<file path="config.mk">
export PLATFORM = sky130hd
export DESIGN_NAME = key_repeat_gen
export DESIGN_NICKNAME = d
export VERILOG_FILES = /design/src/rtl/key_repeat_pkg.sv /design/src/rtl/key_repeat_gen_repeat_down_counter.sv /design/src/rtl/key_repeat_gen.sv
export SDC_FILE = /design/constraint.sdc
export NUM_CORES = 1
export LEC_CHECK = 0
export BUFFER_PORTS_ARGS = -buffer_cell sky130_fd_sc_hd__clkbuf_2
export CAP_MARGIN = 10
export CORE_MARGIN = 8
export CORE_UTILIZATION = 40
export CTS_CLUSTER_SIZE = 25
export DETAILED_ROUTE_END_ITERATION = 16
export PLACE_DENSITY_LB_ADDON = 0.08
export RECOVER_POWER = 100
export REMOVE_ABC_BUFFERS = 1
export SLEW_MARGIN = 10
export SYNTH_ARGS = -nofsm -noshare
export SYNTH_HDL_FRONTEND = slang
export SYNTH_SLANG_ARGS = --single-unit
export TNS_END_PERCENT = 1
</file>
<file path="constraint.sdc">
create_clock -name clock -period 2.2 [get_ports clock]
set_input_delay 0.44 -clock clock [delete_from_list [all_inputs] [get_ports clock]]
set_output_delay 0.44 -clock clock [all_outputs]
set_load 0.005 [all_outputs]
</file>
<file path="src/rtl/key_repeat_pkg.sv">
// key_repeat_pkg: shared types and constants for the key-repeat tick generator.
package key_repeat_pkg;

   localparam int HALF_SEC_50MHZ = 25_000_000;
   // Wide enough to hold a half-second count at 50 MHz.
   localparam int DEFAULT_CNT_W  = $clog2(HALF_SEC_50MHZ);

   typedef enum logic [1:0] {
      IDLE   = 2'd0,
      DELAY  = 2'd1,
      REPEAT = 2'd2
   } state_e;

endpackage

</file>
<file path="src/rtl/key_repeat_gen_repeat_down_counter.sv">
// repeat_down_counter: loadable down-counter that stops at zero instead of wrapping.
module repeat_down_counter
   import key_repeat_pkg::*;
#(
   parameter int CNT_W = DEFAULT_CNT_W
) (
   input  logic             clock,
   input  logic             reset,
   input  logic             load,
   input  logic [CNT_W-1:0] load_val,
   input  logic             en,
   output logic [CNT_W-1:0] value,
   output logic             zero
);

   logic [CNT_W-1:0] value_r;

   // Counter register: load wins over decrement, decrement saturates at zero.
   always_ff @(posedge clock or posedge reset) begin
      if (reset) begin
         value_r <= '0;
      end else if (load) begin
         value_r <= load_val;
      end else if (en && (value_r != '0)) begin
         value_r <= value_r - CNT_W'(1);
      end else begin
         value_r <= value_r;
      end
   end

   assign value = value_r;
   assign zero  = (value_r == '0);

endmodule

</file>
<file path="src/rtl/key_repeat_gen.sv">
// key_repeat_gen: emits one-hot move pulses on press, after a delay, then periodically.
// Optional macro KEY_REPEAT_SYNC_EN adds a 2-flop synchroniser per key channel.
module key_repeat_gen
   import key_repeat_pkg::*;
#(
   parameter int CH    = 4,
   parameter int CNT_W = DEFAULT_CNT_W
) (
   input  logic                  clock,
   input  logic                  reset,
   input  logic                  enable,
   input  logic [CH-1:0]         key_in,
   input  logic [CNT_W-1:0]      delay_cycles,
   input  logic [CNT_W-1:0]      repeat_cycles,
   output logic [CH-1:0]         pulse,
   output logic                  busy,
   output logic [$clog2(CH)-1:0] active_ch
);

   localparam int CH_W = $clog2(CH);

   // A programmed count of 0 behaves like 1; the counter holds count-1.
   function automatic logic [CNT_W-1:0] clamp_load(input logic [CNT_W-1:0] cycles);
      clamp_load = (cycles == '0) ? '0 : (cycles - CNT_W'(1));
   endfunction

   function automatic logic [CH_W-1:0] lowest_set(input logic [CH-1:0] keys);
      lowest_set = '0;
      for (int i = CH - 1; i >= 0; i--) begin
         if (keys[i]) begin
            lowest_set = CH_W'(i);
         end
      end
   endfunction

   logic [CH-1:0]    key_s;
   state_e           state_r;
   state_e           state_nxt_s;
   logic [CH_W-1:0]  new_ch_s;
   logic [CH_W-1:0]  sel_ch_s;
   logic             key_held_s;
   logic             fire_s;
   logic             load_s;
   logic [CNT_W-1:0] load_val_s;
   logic             cnt_en_s;
   logic [CNT_W-1:0] cnt_value_s;
   logic             cnt_zero_s;
   logic [CH-1:0]    pulse_r;
   logic             busy_r;
   logic [CH_W-1:0]  active_ch_r;

`ifdef KEY_REPEAT_SYNC_EN
   logic [CH-1:0] sync1_r;
   logic [CH-1:0] sync2_r;

   // Two-flop synchroniser for asynchronous key levels.
   always_ff @(posedge clock or posedge reset) begin
      if (reset) begin
         sync1_r <= '0;
         sync2_r <= '0;
      end else begin
         sync1_r <= key_in;
         sync2_r <= sync1_r;
      end
   end

   assign key_s = sync2_r;
`else
   assign key_s = key_in;
`endif

   assign new_ch_s   = lowest_set(key_s);
   assign key_held_s = key_s[active_ch_r];

   repeat_down_counter #(
      .CNT_W (CNT_W)
   ) u_counter (
      .clock    (clock),
      .reset    (reset),
      .load     (load_s),
      .load_val (load_val_s),
      .en       (cnt_en_s),
      .value    (cnt_value_s),
      .zero     (cnt_zero_s)
   );

   // State register.
   always_ff @(posedge clock or posedge reset) begin
      if (reset) begin
         state_r <= IDLE;
      end else begin
         state_r <= state_nxt_s;
      end
   end

   // Next-state logic: release of the tracked key always returns to IDLE.
   always_comb begin
      state_nxt_s = state_r;
      case (state_r)
         IDLE: begin
            if (enable && (|key_s)) begin
               state_nxt_s = DELAY;
            end else begin
               state_nxt_s = IDLE;
            end
         end
         DELAY: begin
            if (!key_held_s) begin
               state_nxt_s = IDLE;
            end else if (enable && cnt_zero_s) begin
               state_nxt_s = REPEAT;
            end else begin
               state_nxt_s = DELAY;
            end
         end
         REPEAT: begin
            if (!key_held_s) begin
               state_nxt_s = IDLE;
            end else begin
               state_nxt_s = REPEAT;
            end
         end
         default: begin
            state_nxt_s = IDLE;
         end
      endcase
   end

   // Output/control decode: when to fire, what to load, when to count.
   always_comb begin
      fire_s     = 1'b0;
      load_s     = 1'b0;
      load_val_s = '0;
      cnt_en_s   = 1'b0;
      sel_ch_s   = active_ch_r;
      case (state_r)
         IDLE: begin
            sel_ch_s = new_ch_s;
            if (enable && (|key_s)) begin
               fire_s     = 1'b1;
               load_s     = 1'b1;
               load_val_s = clamp_load(delay_cycles);
            end else begin
               fire_s = 1'b0;
            end
         end
         DELAY, REPEAT: begin
            if (!key_held_s) begin
               fire_s = 1'b0;
            end else if (enable && cnt_zero_s) begin
               fire_s     = 1'b1;
               load_s     = 1'b1;
               load_val_s = clamp_load(repeat_cycles);
            end else if (enable) begin
               cnt_en_s = (cnt_value_s != '0);
            end else begin
               cnt_en_s = 1'b0;
            end
         end
         default: begin
            fire_s = 1'b0;
         end
      endcase
   end

   // Registered outputs, all cleared immediately by reset.
   always_ff @(posedge clock or posedge reset) begin
      if (reset) begin
         pulse_r     <= '0;
         busy_r      <= 1'b0;
         active_ch_r <= '0;
      end else begin
         pulse_r     <= fire_s ? (CH'(1) << sel_ch_s) : '0;
         busy_r      <= (state_nxt_s != IDLE);
         active_ch_r <= (state_nxt_s != IDLE) ? sel_ch_s : '0;
      end
   end

   assign pulse     = pulse_r;
   assign busy      = busy_r;
   assign active_ch = active_ch_r;

endmodule

</file>
==> run_results.csv, run 1 <==
group,metric,value,unit
synthesis,syn_area_per_cell,8.82,sq um
clocking,numClockSinks,34,
placement,gp_congestion,0.843,
synthesis,synth_area,0.00318,sq mm
power,ir_drop,0.297,mV
clocking,clk-insertion-delay-late,290,ps
timing,fin_tns_setup,-837,ps
clocking,cts_tree,"done",
global_routing,grt_pass1_wl,16800,um
global_routing,globalRoute.totalOverflow,0,
synthesis,yosysTopAreaCell,"dfrtp_1",
final_layout,num-nets-final,584,
die,dieHeight,105,um
final_layout,layout-drive-gt1-share,0.406,
detailed_routing,drc_errors,0,
worst_setup_path,crit_required,2360,ps
synthesis,synth_common_cells,"dfrtp_1, xor2_1, nor2_1",
final_layout,diodes,0,
detailed_routing,wire_per_inst,15.9,um
final_layout,multi_input_area,0.00236,sq mm
worst_setup_path,cp.arrival,2440,ps
worst_setup_path,cpPeakStageDelay,520,ps
die,die_width,105,um
flow_run,drv_cap,0,
clocking,htreeDepth,2,
power,p_per_area,773,mW/mm^2
hold_path,min_path_type,"in -> async",
synthesis,yosys-top-cells-area,"dfrtp_1, xor2_1, a221oi_2",
clocking,clock_path_buffers,2,
worst_setup_path,worst_path_max_delay_cell,"or4_4",
worst_setup_path,critPathLaunchType,"input port",
die,fp-row-count,32,
synthesis,syn_inst,361,
synthesis,synth_edf_count,0,
clocking,cts_hold_buf,0,
outcome,status,"finished, violations left",
die,dieArea,0.0111,sq mm
timing,setup_viol,21,
die,start_util,0.412,
timing,max-slew-margin-rel,0.427,
detailed_routing,vias,3351,
timing,fin_crit_sh,1.04,
global_routing,track_usage,0.180,
placement,hpwl,7980,um
synthesis,ys_async_sr_fraction,1.00,
final_layout,syn_to_final_growth,45.6,%
detailed_routing,drt_iter0_markers,122,
final_layout,seqCellArea,851,sq um
timing,fmaxAchievable,438,MHz
synthesis,ys_types,53,
timing,setup_ws,-83.1,ps
timing,fin_crit,2280,ps
global_routing,grt_pass1_vias,3527,
die,core,0.00773,sq mm
power,p_leak,2.00,nW
detailed_routing,vias_per_cell,5.39,
power,power.total,0.00358,W
synthesis,ys_seq_area_frac,0.267,
timing,rsz0062_at_grt,"true",
worst_setup_path,path_class,"in -> reg",
synthesis,synthFlopType,"dfrtp_1",
synthesis,yosysTopAreaCellShare,0.267,
detailed_routing,dr.pass1.iters,4,
timing,worstMarginPinSlew,860,ps
die,ioPinCount,64,
synthesis,ys_ff_latch,34,
synthesis,yosysWarnings,0,
placement,portBuffers,63,
clocking,cts-buffers-inserted,5,
detailed_routing,totalWireLength,9900,um
worst_setup_path,cp_max_fo,12,
detailed_routing,ant_nets,0,
outcome,violations,"setup timing",
clocking,clk_pin_slew,70,ps
timing,hold_violations,0,
timing,slew_violations,0,
timing,fin_skew,8.09,ps
global_routing,antenna_found_initial,0,
worst_setup_path,end_kind,"flop",
clocking,clockRootBuffer,"clkbuf_8",
global_routing,grt_max_degree,35,
worst_setup_path,crit_path_cell_trace,"clkbuf_2 > or4_4 > or3_4 > nor4_4 > nor2_4 > buf_12 > a221oi_2 > a31oi_1",
final_layout,num-fill-cells,729,
[worst paths after layout]
kind                                                       from                              end  slack [ps]  depth (start not counted)
worst max-delay path                          repeat_cycles[21]  u_counter.value[18]$_DFFE_PP0P_         -80                          8
worst min-delay path                                      reset   u_counter.value[5]$_DFFE_PP0P_         380                          3
worst max register to register   u_counter.value[6]$_DFFE_PP0P_  u_counter.value[18]$_DFFE_PP0P_         -60                          8
worst min register to register  u_counter.value[19]$_DFFE_PP0P_  u_counter.value[19]$_DFFE_PP0P_         600                          2
max in group asynchronous                                 reset           active_ch[0]$_DFF_PP0_        1290                          3
min in group clock                                       enable             state_r[1]$_DFF_PP0_         520                          3
[critical path: cells and delay by family]
kind | cells | cell delay [ps]
compound gates | 2 | 350
buf+inv | 2 | 270
simple gates | 4 | 1380
[area by class of cell]
class                   count  area share
clock inverters             3      0.0149
well taps                 102      0.0275
clock buffers               5      0.0149
flip-flops and latches     34       0.184
inverters                  11     0.00891
repair buffers            163       0.240
multi-input cells         304       0.510
[routing by layer]
metal  up-vias  part of all wire  global-route usage
li1       1678                 -                   -
met1      1584              0.45               0.225
met2        77              0.49               0.308
met3        12             0.041              0.0319
met4         0             0.017              0.0540
met5         -                 0                   0
[cell families after synthesis]
| logic type | after synthesis | share of synthesized area |
|---|---|---|
| muxes | 6 | 0.0200 |
| and+or+nand+nor | 157 | 0.285 |
| AOI/OAI and AO/OA | 74 | 0.196 |
| buffers and inverters | 23 | 0.0373 |
| DFF | 34 | 0.267 |
| xor gates and xnor gates | 59 | 0.162 |
| adders and majority gates | 8 | 0.0314 |
[where the power goes]
part,internal (W),total [W],switching [W]
clock network,0.000454,0.000689,0.000235
logic,0.000904,0.00177,0.000866
registers,0.000878,0.00112,0.000245
total,0.00224,0.00358,0.00135
[sequential cells by signal (all words and copies together) (netlist names)]
name and cells:
u_counter.value 25, pulse 4, active_ch 2, state_r 2
busy 1
[layout by cell type, fill, tap and decap left out, types with 3 or more instances in the layout]
| cell | n |
|---|---|
| clkbuf_2 | 57 |
| xor2_1 | 34 |
| nor3_1 | 26 |
| or2_2 | 3 |
| nand3_1 | 13 |
| o31ai_1 | 3 |
| or4_4 | 5 |
| nor2_1 | 30 |
| clkbuf_8 | 5 |
| a31oi_1 | 6 |
| nor4_4 | 6 |
| or4_1 | 5 |
| a221oi_2 | 17 |
| dfrtp_1 | 34 |
| buf_12 | 3 |
| nand4_1 | 4 |
| a21oi_1 | 21 |
| clkbuf_1 | 9 |
| mux2i_1 | 3 |
| o21ai_0 | 6 |
| nor3b_1 | 4 |
| ha_1 | 8 |
| xnor2_1 | 25 |
| inv_1 | 11 |
| a221oi_4 | 3 |
| nand2_1 | 21 |
| nor4_2 | 3 |
| nor4_1 | 15 |
| buf_4 | 91 |
| or3_1 | 9 |
| mux2_2 | 3 |
[metrics by stage]
| stage | std cells | utilization | setup WS, ps | hold slack (ps) | cell area [sq um] |
|---|---|---|---|---|---|
| floorplan | 349 | - | -853 | 547 | 3110 |
| global placement | 610 | 0.558 | -345 | 538 | 4310 |
| detailed placement | 610 | 0.558 | -403 | 545 | 4310 |
| CTS | 620 | 0.592 | -52.0 | 231 | 4580 |
| global route | 622 | 0.600 | -144 | 446 | 4630 |
| finish | 622 | 0.600 | -83.1 | 377 | 4630 |
[timing repair]
item,CTS,global route
setup buffers,1,2
endpoints found under the setup margin,25,28
cloned,1,0
pin swaps,9,3
gates resized for setup,15,9
No activity file was read; power rests on OpenSTA's default activity.
==> run 2, diff against run 1 <==
Settings changed: PLACE_DENSITY set to 0.64, PLACE_DENSITY_LB_ADDON 0.08 to unset, SKIP_CTS_REPAIR_TIMING set to 1.
Clock period 2.2 ns to 2.41 ns, I/O delays scaled along.
==> run_results.csv, run 2 (synthesis gave the netlist of run 1 again) <==
group,metric,value,unit
power,p_switching,0.00111,W
die,die_width,105,um
clocking,clk_pin_slew,80,ps
worst_setup_path,path_common_cell,"or4_4",
final_layout,final_util,0.529,
clocking,clk-insertion-delay-late,290,ps
global_routing,globalRoute.totalOverflow,0,
global_routing,grt_max_degree,35,
detailed_routing,drc_errors,0,
detailed_routing,wire_per_inst,15.6,um
flow_run,drv_cap,1,
power,switching_share,0.384,
outcome,status,"finished, violations left",
timing,fin_crit_sh,0.978,
timing,worstMarginPinSlew,1780,ps
placement,hpwl,7210,um
hold_path,min_path_type,"in -> reg",
placement,portBuffers,63,
clocking,clockRootBuffer,"clkbuf_8",
final_layout,num-fill-cells,721,
die,dieArea,0.0111,sq mm
final_layout,final_cell_mix,"clkbuf_2, buf_4, xor2_1, dfrtp_1, nor2_1",
detailed_routing,dr.pass1.iters,4,
power,power_frac_comb,0.417,
clocking,clock_path_buffers,2,
detailed_routing,vias,3076,
worst_setup_path,cp.arrival,2530,ps
final_layout,layout-drive-gt1-share,0.320,
die,core,0.00773,sq mm
worst_setup_path,worst_path_max_delay_cell,"or4_4",
worst_setup_path,crit_required,2580,ps
worst_setup_path,cp_max_fo,11,
clocking,numClockSinks,34,
die,ioPinCount,64,
timing,max-slew-margin-rel,-0.188,
global_routing,grt_pass1_wl,15000,um
die,dieHeight,105,um
timing,slew_violations,35,
die,fp-row-count,32,
detailed_routing,drt_iter0_markers,186,
worst_setup_path,cpPeakStageDelay,530,ps
die,start_util,0.412,
final_layout,num-nets-final,526,
power,p_per_area,706,mW/mm^2
global_routing,grt_pass1_vias,3265,
detailed_routing,totalWireLength,8830,um
outcome,violations,"capacitance limit, slew limit",
final_layout,final_common_cell,"clkbuf_2",
worst_setup_path,path_class,"in -> reg",
power,power.internal,0.00178,W
global_routing,antenna_found_initial,0,
power,clkPwrFrac,0.220,
final_layout,diodes,0,
power,p_leak,1.69,nW
power,ir_drop,0.347,mV
clocking,htreeDepth,2,
timing,fin_skew,10.1,ps
worst_setup_path,end_kind,"flop",
placement,gp_congestion,0.961,
clocking,cts-buffers-inserted,5,
timing,hold_slack,567,ps
final_layout,largest_reg_flops,25,
detailed_routing,ant_nets,0,
timing,fin_crit,2360,ps
global_routing,track_usage,0.161,
detailed_routing,vias_per_cell,5.45,
clocking,cts_tree,"done",
power,pwr-share-seq,0.363,
timing,fmaxAchievable,424,MHz
worst_setup_path,critPathLaunchType,"input port",
timing,setup_viol,0,
worst_setup_path,crit_path_cell_trace,"clkbuf_2 > or4_4 > or4_4 > nor4_4 > nor2_4 > buf_12 > a221oi_2 > a21oi_1",
timing,hold_violations,0,
timing,rsz0062_at_grt,"true",
final_layout,syn_to_final_growth,28.5,%
run 2: cell count changes in the layout (fill, tap and decap cells not counted), sizes merged:
cell,previous run,this run
buf,97,41
clkbuf,71,69
run 2: worst paths after layout:
kind,startpoint,endpoint,slack (ps),cells after the start
hold reg to reg,u_counter.value[19]$_DFFE_PP0P_,u_counter.value[19]$_DFFE_PP0P_,590,2
setup reg to reg,u_counter.value[8]$_DFFE_PP0P_,u_counter.value[15]$_DFFE_PP0P_,150,6
min in group asynchronous,reset,u_counter.value[6]$_DFFE_PP0P_,790,3
setup / recovery,repeat_cycles[11],u_counter.value[4]$_DFFE_PP0P_,50,8
max in group asynchronous,reset,u_counter.value[18]$_DFFE_PP0P_,580,3
hold / removal,enable,state_r[1]$_DFF_PP0_,570,3
run 2: cell type report:
type	instances	area, sq um	area share
clock inverter	3	68.8	0.0168
sequential	34	851	0.208
clock buffer	5	68.8	0.0168
multi-input combinational	304	2270	0.556
tap	102	128	0.0312
timing repair buffer	105	661	0.162
inverter	11	41.3	0.0101
run 2: power by group through the flow:
| stage | Sequential (W) | Clock, W | Combinational, W |
|---|---|---|---|
| after floorplan | 0.00102 | 0 | 0.000761 |
| after global placement | 0.00103 | 0 | 0.00116 |
| after detailed placement | 0.00105 | 0 | 0.00117 |
| after CTS | 0.00103 | 0.000649 | 0.00119 |
| after global routing | 0.00109 | 0.000670 | 0.00134 |
| final | 0.00105 | 0.000636 | 0.00120 |
run 2: worst max-delay path, delay by kind of cell:
kind	cells	cell delay (ps)
buffers and inverters	2	250
and+or+nand+nor	4	1450
AOI/OAI and AO/OA	2	350
run 2: through the flow:
step                instances  TNS (ps)  worst slack [ps]  power [W]  instance area (sq um)
global route              564     -70.4             -22.0    0.00310                   4090
detailed placement        555     -3930              -231    0.00222                   3910
floorplan                 349    -13790              -685    0.00178                   3110
finish                    564         0              53.5    0.00289                   4090
global placement          555     -3050              -174    0.00220                   3910
CTS                       563      -586              -140    0.00287                   4050
run 2: metal layers:
| metal | vias up | wire length (um) | global-route usage | share of wire |
|---|---|---|---|---|
| met5 | - | 0 | 0 | 0 |
| met4 | 0 | 146 | 0.0652 | 0.017 |
| met3 | 11 | 408 | 0.0252 | 0.046 |
| met2 | 84 | 4040 | 0.254 | 0.46 |
| met1 | 1414 | 4230 | 0.214 | 0.48 |
| li1 | 1567 | - | - | - |
==> run 3, diff against run 2 <==
Settings changed: GPL_TIMING_DRIVEN set to 0.
==> run_results.csv, run 3 (synthesis gave the netlist of run 1 again) <==
group,metric,value,unit
clocking,clk_pin_slew,80,ps
worst_setup_path,r2r-end,"u_counter.value[15]$_DFFE_PP0P_",
hold_path,min_path_type,"in -> async",
timing,setup_ws,-253,ps
detailed_routing,vias_per_cell,5.68,
worst_setup_path,rrSetupSlack,-70,ps
detailed_routing,drc_errors,0,
detailed_routing,dr.pass1.iters,6,
die,fp-row-count,32,
global_routing,track_usage,0.152,
power,p_leak,1.58,nW
outcome,violations,"setup timing",
final_layout,layout-drive-gt1-share,0.310,
placement,hpwl,6590,um
timing,rsz0062_at_grt,"true",
global_routing,grt_pass1_vias,3077,
placement,gp_congestion,0.804,
flow_run,drv_cap,0,
worst_setup_path,crit_required,2580,ps
final_layout,diodes,0,
detailed_routing,drt_iter0_markers,117,
timing,fin_crit_sh,1.10,
placement,portBuffers,63,
clocking,clk-insertion-delay-late,290,ps
clocking,cts_tree,"done",
worst_setup_path,r2r-start,"u_counter.value[5]$_DFFE_PP0P_",
worst_setup_path,critPathLaunchType,"input port",
final_layout,num-nets-final,500,
power,power.internal,0.00174,W
timing,setup_viol,24,
final_layout,final_cell_mix,"clkbuf_2, xor2_1, dfrtp_1, nor2_1, nor3_1",
power,ir_drop,0.315,mV
final_layout,final_common_cell,"clkbuf_2",
detailed_routing,wire_per_inst,16.2,um
outcome,status,"finished, violations left",
power,p_per_area,711,mW/mm^2
global_routing,grt_max_degree,35,
timing,fmaxAchievable,376,MHz
die,die_width,105,um
clocking,htreeDepth,2,
power,pwr-share-seq,0.383,
clocking,cts-buffers-inserted,5,
clocking,clockRootBuffer,"clkbuf_8",
die,core,0.00773,sq mm
worst_setup_path,reg2reg_depth,7,
detailed_routing,wl_met2,4100,um
power,switching_share,0.394,
detailed_routing,totalWireLength,8720,um
die,dieArea,0.0111,sq mm
power,clkPwrFrac,0.220,
power,power_frac_comb,0.397,
timing,fin_skew,14.0,ps
detailed_routing,drt-met1-wl,4130,um
clocking,clock_path_buffers,2,
detailed_routing,wl_met3,363,um
final_layout,syn_to_final_growth,27.0,%
detailed_routing,maxUsedRoutingLayer,"met4",
worst_setup_path,end_kind,"flop",
global_routing,grt_pass1_wl,14200,um
global_routing,globalRoute.totalOverflow,0,
timing,worstMarginPinSlew,1260,ps
final_layout,largest_reg_flops,25,
worst_setup_path,cp.arrival,2830,ps
worst_setup_path,setup.worst_path.start,"repeat_cycles[9]",
timing,slew_violations,0,
die,ioPinCount,64,
detailed_routing,ant_nets,0,
timing,hold_violations,0,
worst_setup_path,cp_max_fo,6,
detailed_routing,vias,3058,
timing,max-slew-margin-rel,0.157,
placement,post-place-ws,-863,ps
timing,fin_crit,2660,ps
die,dieHeight,105,um
global_routing,antenna_found_initial,0,
clocking,numClockSinks,34,
die,start_util,0.412,
power,p_switching,0.00113,W
worst_setup_path,path_class,"in -> reg",
final_layout,final_util,0.523,
==> run 3: cell count changes in the layout (fill, tap and decap cells not counted), sizes merged <==
cell and change:
buf -25, nor2 +1, clkbuf -2
==> run 3: power by group through the flow <==
stage          Sequential (W)  Combinational, W  Clock, W
6_report              0.00110           0.00114  0.000631
5_1_grt               0.00114           0.00126  0.000665
4_1_cts               0.00107           0.00106  0.000638
3_5_place_dp          0.00107           0.00105         0
3_3_place_gp          0.00106           0.00101         0
2_1_floorplan         0.00102          0.000761         0
==> run 3: how the worst max path moves through the flow <==
stage	endpoint	slack [ps]	depth (start not counted)
6_report	u_counter.value[0]$_DFFE_PP0P_	-250	9
5_1_grt	u_counter.value[2]$_DFFE_PP0P_	-260	9
4_1_cts	u_counter.value[18]$_DFFE_PP0P_	-840	6
3_5_place_dp	u_counter.value[24]$_DFFE_PP0P_	-860	6
3_3_place_gp	u_counter.value[18]$_DFFE_PP0P_	-1570	6
2_1_floorplan	u_counter.value[24]$_DFFE_PP0P_	-690	4
==> run 3: critical path: stages <==
cell and delay, ps:
buf_8 100, or4_4 550, or4_4 590, nor4_4 390
buf_4 200, nor2_4 40, buf_6 130, a221oi_2 280
a21oi_1 70
==> run 3: per-layer routing <==
| layer | up-vias | global-route usage |
|---|---|---|
| li1 | 1513 | - |
| met1 | 1461 | 0.197 |
| met4 | 0 | 0.0469 |
| met3 | 10 | 0.0289 |
| met5 | - | 0 |
| met2 | 74 | 0.249 |
==> run 3: layout make-up <==
type / instances / area, sq um
Inverter: 11 / 41.3
Timing Repair Buffer: 78 / 459
Clock inverter: 3 / 68.8
Multi-Input combinational cell: 305 / 2430
Sequential cell: 34 / 851
Fill cell: 742 / 3680
Clock buffer: 5 / 68.8
Tap cell: 102 / 128
==> run 3: through the flow <==
step                power, W  instance area (sq um)  hold WS [ps]  TNS (ps)  instances
floorplan            0.00178                   3110           547    -13790        349
global placement     0.00207                   3550           568    -40690        514
detailed placement   0.00212                   3590           573    -19160        516
CTS                  0.00277                   3720           317    -16970        524
global route         0.00307                   4040           595     -4570        538
finish               0.00287                   4040           512     -3860        538
